$ cat src/rtl/ele_pkg.sv
// Shared types and constants for the cabin motion and door sequencer.
package ele_pkg;

    typedef enum logic [2:0] {
        IDLE      = 3'd0,
        MOVE_UP   = 3'd1,
        MOVE_DOWN = 3'd2,
        ARRIVE    = 3'd3,
        DOOR      = 3'd4
    } state_t;

    localparam logic [1:0] MODE_STOP = 2'b00;
    localparam logic [1:0] MODE_UP   = 2'b01;
    localparam logic [1:0] MODE_DOWN = 2'b10;

    localparam logic [1:0] DIR_NONE  = 2'b00;
    localparam logic [1:0] DIR_UP    = 2'b01;
    localparam logic [1:0] DIR_DOWN  = 2'b10;

    localparam logic [3:0] FLOOR1 = 4'b0001;
    localparam logic [3:0] FLOOR2 = 4'b0010;
    localparam logic [3:0] FLOOR3 = 4'b0100;
    localparam logic [3:0] FLOOR4 = 4'b1000;

    // Binary index of a one-hot floor vector; non-one-hot input maps to 0.
    function automatic logic [1:0] onehot_to_idx(input logic [3:0] oh);
        logic [1:0] idx;
        case (oh)
            FLOOR2:  idx = 2'd1;
            FLOOR3:  idx = 2'd2;
            FLOOR4:  idx = 2'd3;
            default: idx = 2'd0;
        endcase
        return idx;
    endfunction

    // Counter width wide enough to hold the larger of the two terminal values.
    function automatic int cnt_width(input int a, input int b);
        return (a > b) ? $clog2(a) : $clog2(b);
    endfunction

endpackage

$ cat src/rtl/tick_timer.sv
// Up-counting tick timer with synchronous clear and terminal-count compare.
// Shared between the travel and door phases; the caller selects tc_val.
module tick_timer
    import ele_pkg::*;
#(
    parameter int W = 7
) (
    input  logic         clk,
    input  logic         rst,
    input  logic         clr,
    input  logic         en,
    input  logic [W-1:0] tc_val,
    output logic         tc
);

    logic [W-1:0] count;

    // Terminal count is a plain compare against the selected limit.
    always_comb begin
        tc = (count == tc_val);
    end

    // Count holds at terminal value so it can never wrap.
    always_ff @(posedge clk or posedge rst) begin
        if (rst) begin
            count <= '0;
        end else if (clr) begin
            count <= '0;
        end else if (en && !tc) begin
            count <= count + 1'b1;
        end
    end

endmodule

$ cat src/rtl/ele_motion_ctrl.sv
// Cabin motion and door sequencer. Consumes run mode and pending requests,
// produces the one-hot cabin position plus door and motion status.
//
// state     | meaning
// ----------+--------------------------------------------------------------
// IDLE      | parked at a floor, door closed, waiting for request or mode
// MOVE_UP   | travelling one floor up, timer counts MOVE_TICKS
// MOVE_DOWN | travelling one floor down, timer counts MOVE_TICKS
// ARRIVE    | one cycle at the new floor so the request logic sees it
// DOOR      | door open, timer counts DOOR_TICKS, door_hold restarts it
module ele_motion_ctrl
    import ele_pkg::*;
#(
    parameter int MOVE_TICKS = 64,
    parameter int DOOR_TICKS = 96
) (
    input  logic       clk,
    input  logic       rst,
    input  logic [1:0] ud_mode,
    input  logic [3:0] all_req,
    input  logic       door_hold,
    output logic [3:0] position,
    output logic [1:0] floor_num,
    output logic       door_open,
    output logic       moving,
    output logic [1:0] dir,
    output logic       arrive
);

    localparam int CW = cnt_width(MOVE_TICKS, DOOR_TICKS);
    localparam logic [CW-1:0] MOVE_LAST = CW'(MOVE_TICKS - 1);
    localparam logic [CW-1:0] DOOR_LAST = CW'(DOOR_TICKS - 1);

    state_t        state;
    state_t        dispatch;
    logic          tmr_clr;
    logic          tmr_en;
    logic          tmr_tc;
    logic [CW-1:0] tmr_tc_val;
    logic [3:0]    pos_up;
    logic [3:0]    pos_dn;

    tick_timer #(
        .W(CW)
    ) u_timer (
        .clk    (clk),
        .rst    (rst),
        .clr    (tmr_clr),
        .en     (tmr_en),
        .tc_val (tmr_tc_val),
        .tc     (tmr_tc)
    );

    // Timer runs only in timed states; every other state leaves it cleared,
    // which gives the clear-on-entry behaviour for free.
    always_comb begin
        tmr_en     = (state == MOVE_UP) || (state == MOVE_DOWN) || (state == DOOR);
        tmr_clr    = !tmr_en || ((state == DOOR) && door_hold);
        tmr_tc_val = (state == DOOR) ? DOOR_LAST : MOVE_LAST;
    end

    // Next-floor candidates; the end-floor guards keep these one-hot.
    always_comb begin
        pos_up = {position[2:0], 1'b0};
        pos_dn = {1'b0, position[3:1]};
    end

    // Decision shared by IDLE and ARRIVE: door first, then up, then down.
    // Mode 11 matches neither direction and so behaves as stop.
    always_comb begin
        dispatch = IDLE;
        if (((all_req & position) != 4'b0000) || door_hold) begin
            dispatch = DOOR;
        end else if ((ud_mode == MODE_UP) && (position != FLOOR4)) begin
            dispatch = MOVE_UP;
        end else if ((ud_mode == MODE_DOWN) && (position != FLOOR1)) begin
            dispatch = MOVE_DOWN;
        end
    end

    // Main sequencer with registered position, floor index, door and arrive.
    always_ff @(posedge clk or posedge rst) begin
        if (rst) begin
            state     <= IDLE;
            position  <= FLOOR1;
            floor_num <= 2'd0;
            door_open <= 1'b0;
            arrive    <= 1'b0;
        end else begin
            arrive <= 1'b0;
            case (state)
                IDLE, ARRIVE: begin
                    state     <= dispatch;
                    door_open <= (dispatch == DOOR);
                end
                MOVE_UP: begin
                    if (tmr_tc) begin
                        position  <= pos_up;
                        floor_num <= onehot_to_idx(pos_up);
                        arrive    <= 1'b1;
                        state     <= ARRIVE;
                    end
                end
                MOVE_DOWN: begin
                    if (tmr_tc) begin
                        position  <= pos_dn;
                        floor_num <= onehot_to_idx(pos_dn);
                        arrive    <= 1'b1;
                        state     <= ARRIVE;
                    end
                end
                DOOR: begin
                    if (tmr_tc && !door_hold) begin
                        door_open <= 1'b0;
                        state     <= IDLE;
                    end
                end
                default: begin
                    door_open <= 1'b0;
                    state     <= IDLE;
                end
            endcase
        end
    end

    // Motion status decodes straight from state so it tracks it exactly.
    always_comb begin
        moving = (state == MOVE_UP) || (state == MOVE_DOWN);
        dir    = DIR_NONE;
        if (state == MOVE_UP) begin
            dir = DIR_UP;
        end else if (state == MOVE_DOWN) begin
            dir = DIR_DOWN;
        end
    end

    a_pos_onehot: assert property (@(posedge clk) disable iff (rst)
        $onehot(position));

    a_no_shift_above_top: assert property (@(posedge clk) disable iff (rst)
        (state == MOVE_UP) |-> (position != FLOOR4));

    a_no_shift_below_bottom: assert property (@(posedge clk) disable iff (rst)
        (state == MOVE_DOWN) |-> (position != FLOOR1));

endmodule

$ cat config.mk
export PLATFORM = sky130hd
export DESIGN_NAME = ele_motion_ctrl
export DESIGN_NICKNAME = d
export VERILOG_FILES = /design/src/rtl/ele_pkg.sv /design/src/rtl/tick_timer.sv /design/src/rtl/ele_motion_ctrl.sv
export SDC_FILE = /design/constraint.sdc
export NUM_CORES = 1
export LEC_CHECK = 0
export ABC_AREA = 1
export CORE_MARGIN = 8
export CORE_UTILIZATION = 40
export CTS_BUF_LIST = sky130_fd_sc_hd__clkbuf_2
export CTS_CLUSTER_SIZE = 25
export DETAILED_ROUTE_END_ITERATION = 10
export PLACE_DENSITY = 0.65
export SYNTH_ARGS = -nofsm -noshare
export SYNTH_HDL_FRONTEND = slang
export SYNTH_SLANG_ARGS = --single-unit
export TNS_END_PERCENT = 10
$ cat constraint.sdc
create_clock -name clk -period 3.1 [get_ports clk]
set_input_delay 0.62 -clock clk [delete_from_list [all_inputs] [get_ports clk]]
set_output_delay 0.62 -clock clk [all_outputs]
set_load 0.01 [all_outputs]
==> reports/metrics.yaml, run 1 <==
synth:
  synth_adder_area_share_pct: 1.100
  synth_cell_type_count: 23
  synth_top_family_by_area: "simple AND/OR/NAND/NOR gates"
  yosysWarnings: 0
  synth_area_leaders: "dfrtp_1 37%, nand2_1 15%, inv_1 8.3%"
  synth_top_area_cell: "dfrtp_1"
  synthXorXnorAreaFrac_pct: 0.7701
  yosysSeqAreaShare_pct: 39.71
  synth_area_mm2: 0.001137
  synth-compound-area-share_pct: 12.76
  avgSynthCellArea_um2: 7.385
  synth_mux_area_share_pct: 0
  synthCells: 154
  yosysTopAreaCellShare_pct: 37.40
  syn_nets: 164
  ys_seq_elements: 18
  synth_simple_gate_area_share_pct: 35.86
cts:
  cts_tree: "yes"
  htreeDepth: 1
  clock_path_buffers: 2
  cts_buffers: 3
  post_cts_buffers: 0
  root_buffer: "clkbuf_2"
  worstSkewPairLatency_ns: 0.31
  cts_hold_buffers: 0
  clkTransAtPathRegs_ns: 0.19
  clock_sinks: 18
  cts_resized: 0
min_path:
  min_path_type: "flip-flop to flip-flop"
critical_path:
  worstPathArrival_ns: 1.80
  crit_path_start: "state[0]$_DFFE_PP0P_"
  r2r_start: "u_timer.count[0]$_DFFE_PP0P_"
  cpMostUsedCell: "nand2_2"
  criticalPathCategory: "flip-flop to primary output"
  critPathMaxStageDelay_ns: 0.53
  rr_worst_depth: 7
  slowest_stage: "clkdlybuf4s50_1"
  crit_fanout: 5
  timing.rr.end: "state[0]$_DFFE_PP0P_"
  crit_chain: "inv_1 -> nand2_2 -> nand2_2 -> nand2_4 -> inv_4 -> clkdlybuf4s50_1"
  reg2reg_slack_ns: 1.60
  crit_path_end_kind: "primary output"
  startpoint_type: "flip-flop"
  cp.required_ns: 2.48
  crit_end: "moving"
drt:
  vias: 1071
  wirelength_um: 2613
  vias_per_cell: 5.174
  wl_per_cell_um: 12.62
  antenna_left: 0
  firstDrtPassIters: 4
  drt-initial-drc-count: 61
  drc_errors: 0
grt:
  grt-busiest-layer: "met2"
  grt_start_max_net_pins: 19
  grt-ovfl-total: 0
  grt_pass1_wl_um: 4491
  antenna_found_initial: 0
  grt_pass1_vias: 1044
  grtUsageTotal_pct: 10.86
  met2_usage_pct: 18.34
  met3_usage_pct: 2.861
  grtUsageMet1_pct: 12.73
pwr:
  intPower_mw: 0.4383
  vdd_drop_max_uv: 522.9
  powerDensity_mw_per_mm2: 574.2
  clock_power_share_pct: 13.2
  p_comb_share_pct: 46.9
  swShare_pct: 44.69
  netSwitchingPower_mw: 0.3542
  seqPwrFrac_pct: 39.9
  finalPower_mw: 0.7925
  leakage_nw: 0.6832
sta:
  setup_tns_ns: 0
  max_freq_ghz: 0.4136
  hold_viol: 0
  rsz0062_at_grt: "false"
  period_needed_ns: 2.418
  fin_crit_sh_pct: 77.99
  slew_violations: 0
  setup_viol: 0
  slew_headroom_pct: 52.58
  skew_ns: 0.02200
  worst_pin_slew_ns: 0.7106
layout:
  final_cell_mix: "45 x nand2_1, 25 x inv_1, 19 x clkdlybuf4s50_1"
  final_nets: 187
  regArea_um2: 451.7
  drive_gt1_share_pct: 10.80
  insertedDiodeCount: 0
  fin_util_pct: 50.48
  mostFrequentLayoutCell: "nand2_1"
  nFillCells: 251
  area_growth_pct: 21.34
  multi_input_area_um2: 574.3
floorplanning:
  start_util_pct: 41.60
  coreArea_mm2: 0.002734
  die_h_um: 69.33
  fp-row-count: 19
  die-area_mm2: 0.004806
  ios: 20
  die_x_um: 69.33
place:
  gp_routability_congestion: 0.8089
  dp_hpwl_um: 2044
  io_buffers: 19
outcome:
  status: "finished, final reports clean"
flow_run:
  cap_violations: 0
-- cell usage after synthesis --
cell and number:
xor2_1 1, nand4_1 5, o21ai_2 1, o21ai_0 9
inv_1 25, nand3_4 1, o21ai_4 2, nand2_1 45
nor2_4 3, dfrtp_1 17, a21oi_1 5, nand2_2 3
o21ai_1 4, buf_2 1, a31oi_1 1, ha_1 1
nand3_2 1, nand2_4 2, dfstp_2 1, o21bai_1 1
nor2_1 8, nand3_1 15, inv_4 2
-- kinds of logic after synthesis --
logic type               count (synthesis)
AND/OR/NAND/NOR                         83
flip-flops                              18
adder cells (fa/ha/maj)                  1
XOR/XNOR                                 1
buffers and inverters                   28
AO/OA/AOI/OAI                           23
-- state kept, by name, indices dropped and copies added, names as in the netlist --
name,cells
state,3
u_timer.count,7
position,4
floor_num,2
arrive,1
door_open,1
-- metrics by stage --
stage | setup slack, ns | std cells | hold WS (ns) | area [um2]
after floorplan | 1.665 | 154 | 0.5154 | 1137
after global placement | 1.116 | 203 | 0.4610 | 1361
after detailed placement | 1.072 | 203 | 0.4719 | 1361
after CTS | 0.6844 | 207 | 0.5121 | 1380
after global routing | 0.6102 | 207 | 0.5471 | 1380
final | 0.6822 | 207 | 0.5035 | 1380
-- worst min-delay path by stage --
| stage | startpoint | end | slack [ns] | cells after the start |
|---|---|---|---|---|
| 6_report | floor_num[1]$_DFFE_PP0P_ | floor_num[1]$_DFFE_PP0P_ | 0.50 | 2 |
| 3_5_place_dp | floor_num[0]$_DFFE_PP0P_ | floor_num[0]$_DFFE_PP0P_ | 0.47 | 2 |
| 2_1_floorplan | floor_num[1]$_DFFE_PP0P_ | floor_num[1]$_DFFE_PP0P_ | 0.52 | 2 |
| 3_3_place_gp | floor_num[0]$_DFFE_PP0P_ | floor_num[0]$_DFFE_PP0P_ | 0.46 | 2 |
| 5_1_grt | floor_num[0]$_DFFE_PP0P_ | floor_num[0]$_DFFE_PP0P_ | 0.55 | 2 |
| 4_1_cts | floor_num[0]$_DFFE_PP0P_ | floor_num[0]$_DFFE_PP0P_ | 0.51 | 2 |
-- routing by layer --
metal / part of all wire [%] / vias to the layer above
met3: 4.7 / 6
li1: - / 535
met1: 45 / 503
met2: 49 / 27
met5: 0 / -
met4: 1.6 / 0
-- critical path, delay by kind of cell (launching register included) --
| family | cells | cell delay (ns) |
|---|---|---|
| buf+inv | 3 | 0.72 |
| flops | 1 | 0.49 |
| simple gates | 3 | 0.27 |
-- layout make-up --
class                           count  area share [%]
Sequential cell                    18           32.73
Timing Repair Buffer               19           13.78
Tap cell                           31           2.811
Clock inverter                      1          0.2720
Multi-Input combinational cell    108           41.61
Clock buffer                        3           1.088
Inverter                           27           7.706
-- power by group through the flow --
stage	clock network [mW]	logic [mW]	registers, mW
3_3_place_gp	0	0.362	0.316
2_1_floorplan	0	0.258	0.315
4_1_cts	0.107	0.376	0.314
5_1_grt	0.118	0.413	0.322
3_5_place_dp	0	0.373	0.319
6_report	0.104	0.372	0.316
(Power assumes the default switching activity.)
==> run 2: changes to the inputs <==
--- a/config.mk
+++ b/config.mk
@@ -11,7 +11,7 @@
 export CTS_BUF_LIST = sky130_fd_sc_hd__clkbuf_2
 export CTS_CLUSTER_SIZE = 25
 export DETAILED_ROUTE_END_ITERATION = 10
-export PLACE_DENSITY = 0.65
+export PLACE_DENSITY = 0.68
 export SYNTH_ARGS = -nofsm -noshare
 export SYNTH_HDL_FRONTEND = slang
 export SYNTH_SLANG_ARGS = --single-unit
==> constraint.sdc (replaced) <==
create_clock -name clk -period 2.05 [get_ports clk]
set_input_delay 0.41 -clock clk [delete_from_list [all_inputs] [get_ports clk]]
set_output_delay 0.41 -clock clk [all_outputs]
set_load 0.01 [all_outputs]
==> run 2 against run 1 <==
  * Register-to-register slack got worse by 1.1 ns
  * Core utilization increased by 1.1 points
  * Sequential cell count unchanged
  * Global-route usage about the same
  * Worst hold slack got worse by 0.10 ns
  * Non-clock buffer count increased by 4
  * Clock skew decreased by 0.016 ns
  * Sequential power increased by 44%
  * Clock power increased by 47%
  * Setup slack got worse by 0.60 ns
  * Die area unchanged
  * Largest power group unchanged
  * Critical path type unchanged
==> reports/metrics.yaml, run 2 (same netlist as run 1, synthesis figures left out) <==
sta:
  slew_violations: 0
  setup_viol: 0
  hold_viol: 0
  fin_crit_sh_pct: 95.96
  setup_tns_ns: 0
  setup_ws_ns: 0.08290
  period_needed_ns: 1.967
  rsz0062_at_grt: "false"
  skew_ns: 0.005945
  worst_pin_slew_ns: 0.2965
  max_freq_ghz: 0.5084
  slew_headroom_pct: 80.23
  whs_ns: 0.3994
critical_path:
  worstPathArrival_ns: 1.56
  crit_path_end_kind: "primary output"
  crit_fanout: 3
  cp.required_ns: 1.64
  reg2reg_slack_ns: 0.51
  startpoint_type: "flip-flop"
  critPathMaxStageDelay_ns: 0.54
  slowest_stage: "clkdlybuf4s50_1"
  path_buf_inv: 3
  critPathTopFamily: "buffers and inverters"
  crit_chain: "buf_4 -> nand3_1 -> inv_1 -> clkdlybuf4s50_1"
  criticalPathCategory: "flip-flop to primary output"
layout:
  reg_top3: "u_timer.count x7, position x4, state x3"
  mostFrequentLayoutCell: "nand2_1"
  final_cell_mix: "45 x nand2_1, 24 x inv_1, 17 x clkdlybuf4s50_1"
  final_nets: 191
  insertedDiodeCount: 0
  top_register: "u_timer.count"
  area_growth_pct: 23.98
  nFillCells: 263
  drive_gt1_share_pct: 14.44
  fin_cells: 211
  largest_reg_flops: 7
grt:
  grt-ovfl-total: 0
  antenna_found_initial: 0
  grt_pass1_vias: 1017
  grt_pass1_wl_um: 4464
  grt_start_max_net_pins: 19
  grtUsageTotal_pct: 10.82
floorplanning:
  die_h_um: 69.33
  ios: 20
  fp-row-count: 19
  die_x_um: 69.33
  start_util_pct: 41.60
  die-area_mm2: 0.004806
  coreArea_mm2: 0.002734
cts:
  worstSkewPairLatency_ns: 0.30
  clock_sinks: 18
  htreeDepth: 1
  clkTransAtPathRegs_ns: 0.18
  cts_tree: "yes"
  clock_path_buffers: 2
  cts_hold_buffers: 0
  cts_buffers: 3
  root_buffer: "clkbuf_2"
drt:
  vias_per_cell: 4.976
  wirelength_um: 2596
  antenna_left: 0
  drt-initial-drc-count: 49
  vias: 1050
  firstDrtPassIters: 4
  drc_errors: 0
  wl_per_cell_um: 12.30
pwr:
  vdd_drop_max_uv: 818.4
  finalPower_mw: 1.229
  clock_power_share_pct: 12.5
  swShare_pct: 43.99
  seqPwrFrac_pct: 37.1
  intPower_mw: 0.6881
  leakage_nw: 0.7072
  powerDensity_mw_per_mm2: 871.2
  netSwitchingPower_mw: 0.5404
  p_comb_share_pct: 50.4
place:
  dp_cells: 204
  gp_routability_congestion: 0.8394
  dp_hpwl_um: 2025
  dpl_worst_slack_ns: 0.2236
  io_buffers: 19
outcome:
  status: "finished, final reports clean"
flow_run:
  cap_violations: 0
min_path:
  min_path_type: "input pin to async pin"
[run 2: worst paths after layout]
| check | startpoint | endpoint | cells after the start |
|---|---|---|---|
| min | rst | u_timer.count[4]$_DFFE_PP0P_ | 3 |
| min reg2reg | floor_num[1]$_DFFE_PP0P_ | floor_num[1]$_DFFE_PP0P_ | 2 |
| max in group asynchronous | rst | position[0]$_DFFE_PP1P_ | 3 |
| max reg2reg | state[0]$_DFFE_PP0P_ | state[0]$_DFFE_PP0P_ | 8 |
| min in group clk | floor_num[1]$_DFFE_PP0P_ | floor_num[1]$_DFFE_PP0P_ | 2 |
| max | state[0]$_DFFE_PP0P_ | dir[0] | 4 |
[run 2: metal layers]
metal  global-route usage, %  share of wire (%)  up-vias
met3                   2.289                3.2        4
met4                   4.556                1.4        0
met1                   12.53                 46      489
li1                        -                  -      543
met5                       0                  0        -
met2                   18.65                 49       14
[run 2: area by class of cell]
| class | count | area (um2) | share of cell area (%) |
|---|---|---|---|
| multi-input cells | 108 | 574.3 | 40.73 |
| well taps | 31 | 38.79 | 2.751 |
| inverters | 27 | 106.4 | 7.542 |
| clock inverters | 1 | 3.754 | 0.2662 |
| clock buffers | 3 | 15.01 | 1.065 |
| flip-flops and latches | 18 | 454.2 | 32.21 |
| repair buffers | 23 | 217.7 | 15.44 |
[run 2: power by group through the flow]
| stage | registers (mW) | logic [mW] | clock network, mW |
|---|---|---|---|
| 2_1_floorplan | 0.476 | 0.391 | 0 |
| 3_3_place_gp | 0.478 | 0.547 | 0 |
| 3_5_place_dp | 0.482 | 0.564 | 0 |
| 4_1_cts | 0.465 | 0.593 | 0.159 |
| 5_1_grt | 0.465 | 0.694 | 0.174 |
| 6_report | 0.456 | 0.619 | 0.153 |
[run 2: through the flow]
step	cell area (um2)	utilization (%)
floorplan	1137	-
global placement	1369	50.07
detailed placement	1369	50.07
CTS	1403	51.30
global route	1410	51.58
finish	1410	51.58
[run 2: worst min-delay path, stage by stage]
cell and delay (ns):
clkdlybuf4s50_1 0.39, inv_1 0.05, buf_4 0.25
[run 2: repair_timing]
action	in CTS	in global routing
buffers inserted	2	1
endpoints found under the setup margin	3	1
resized for setup	5	0
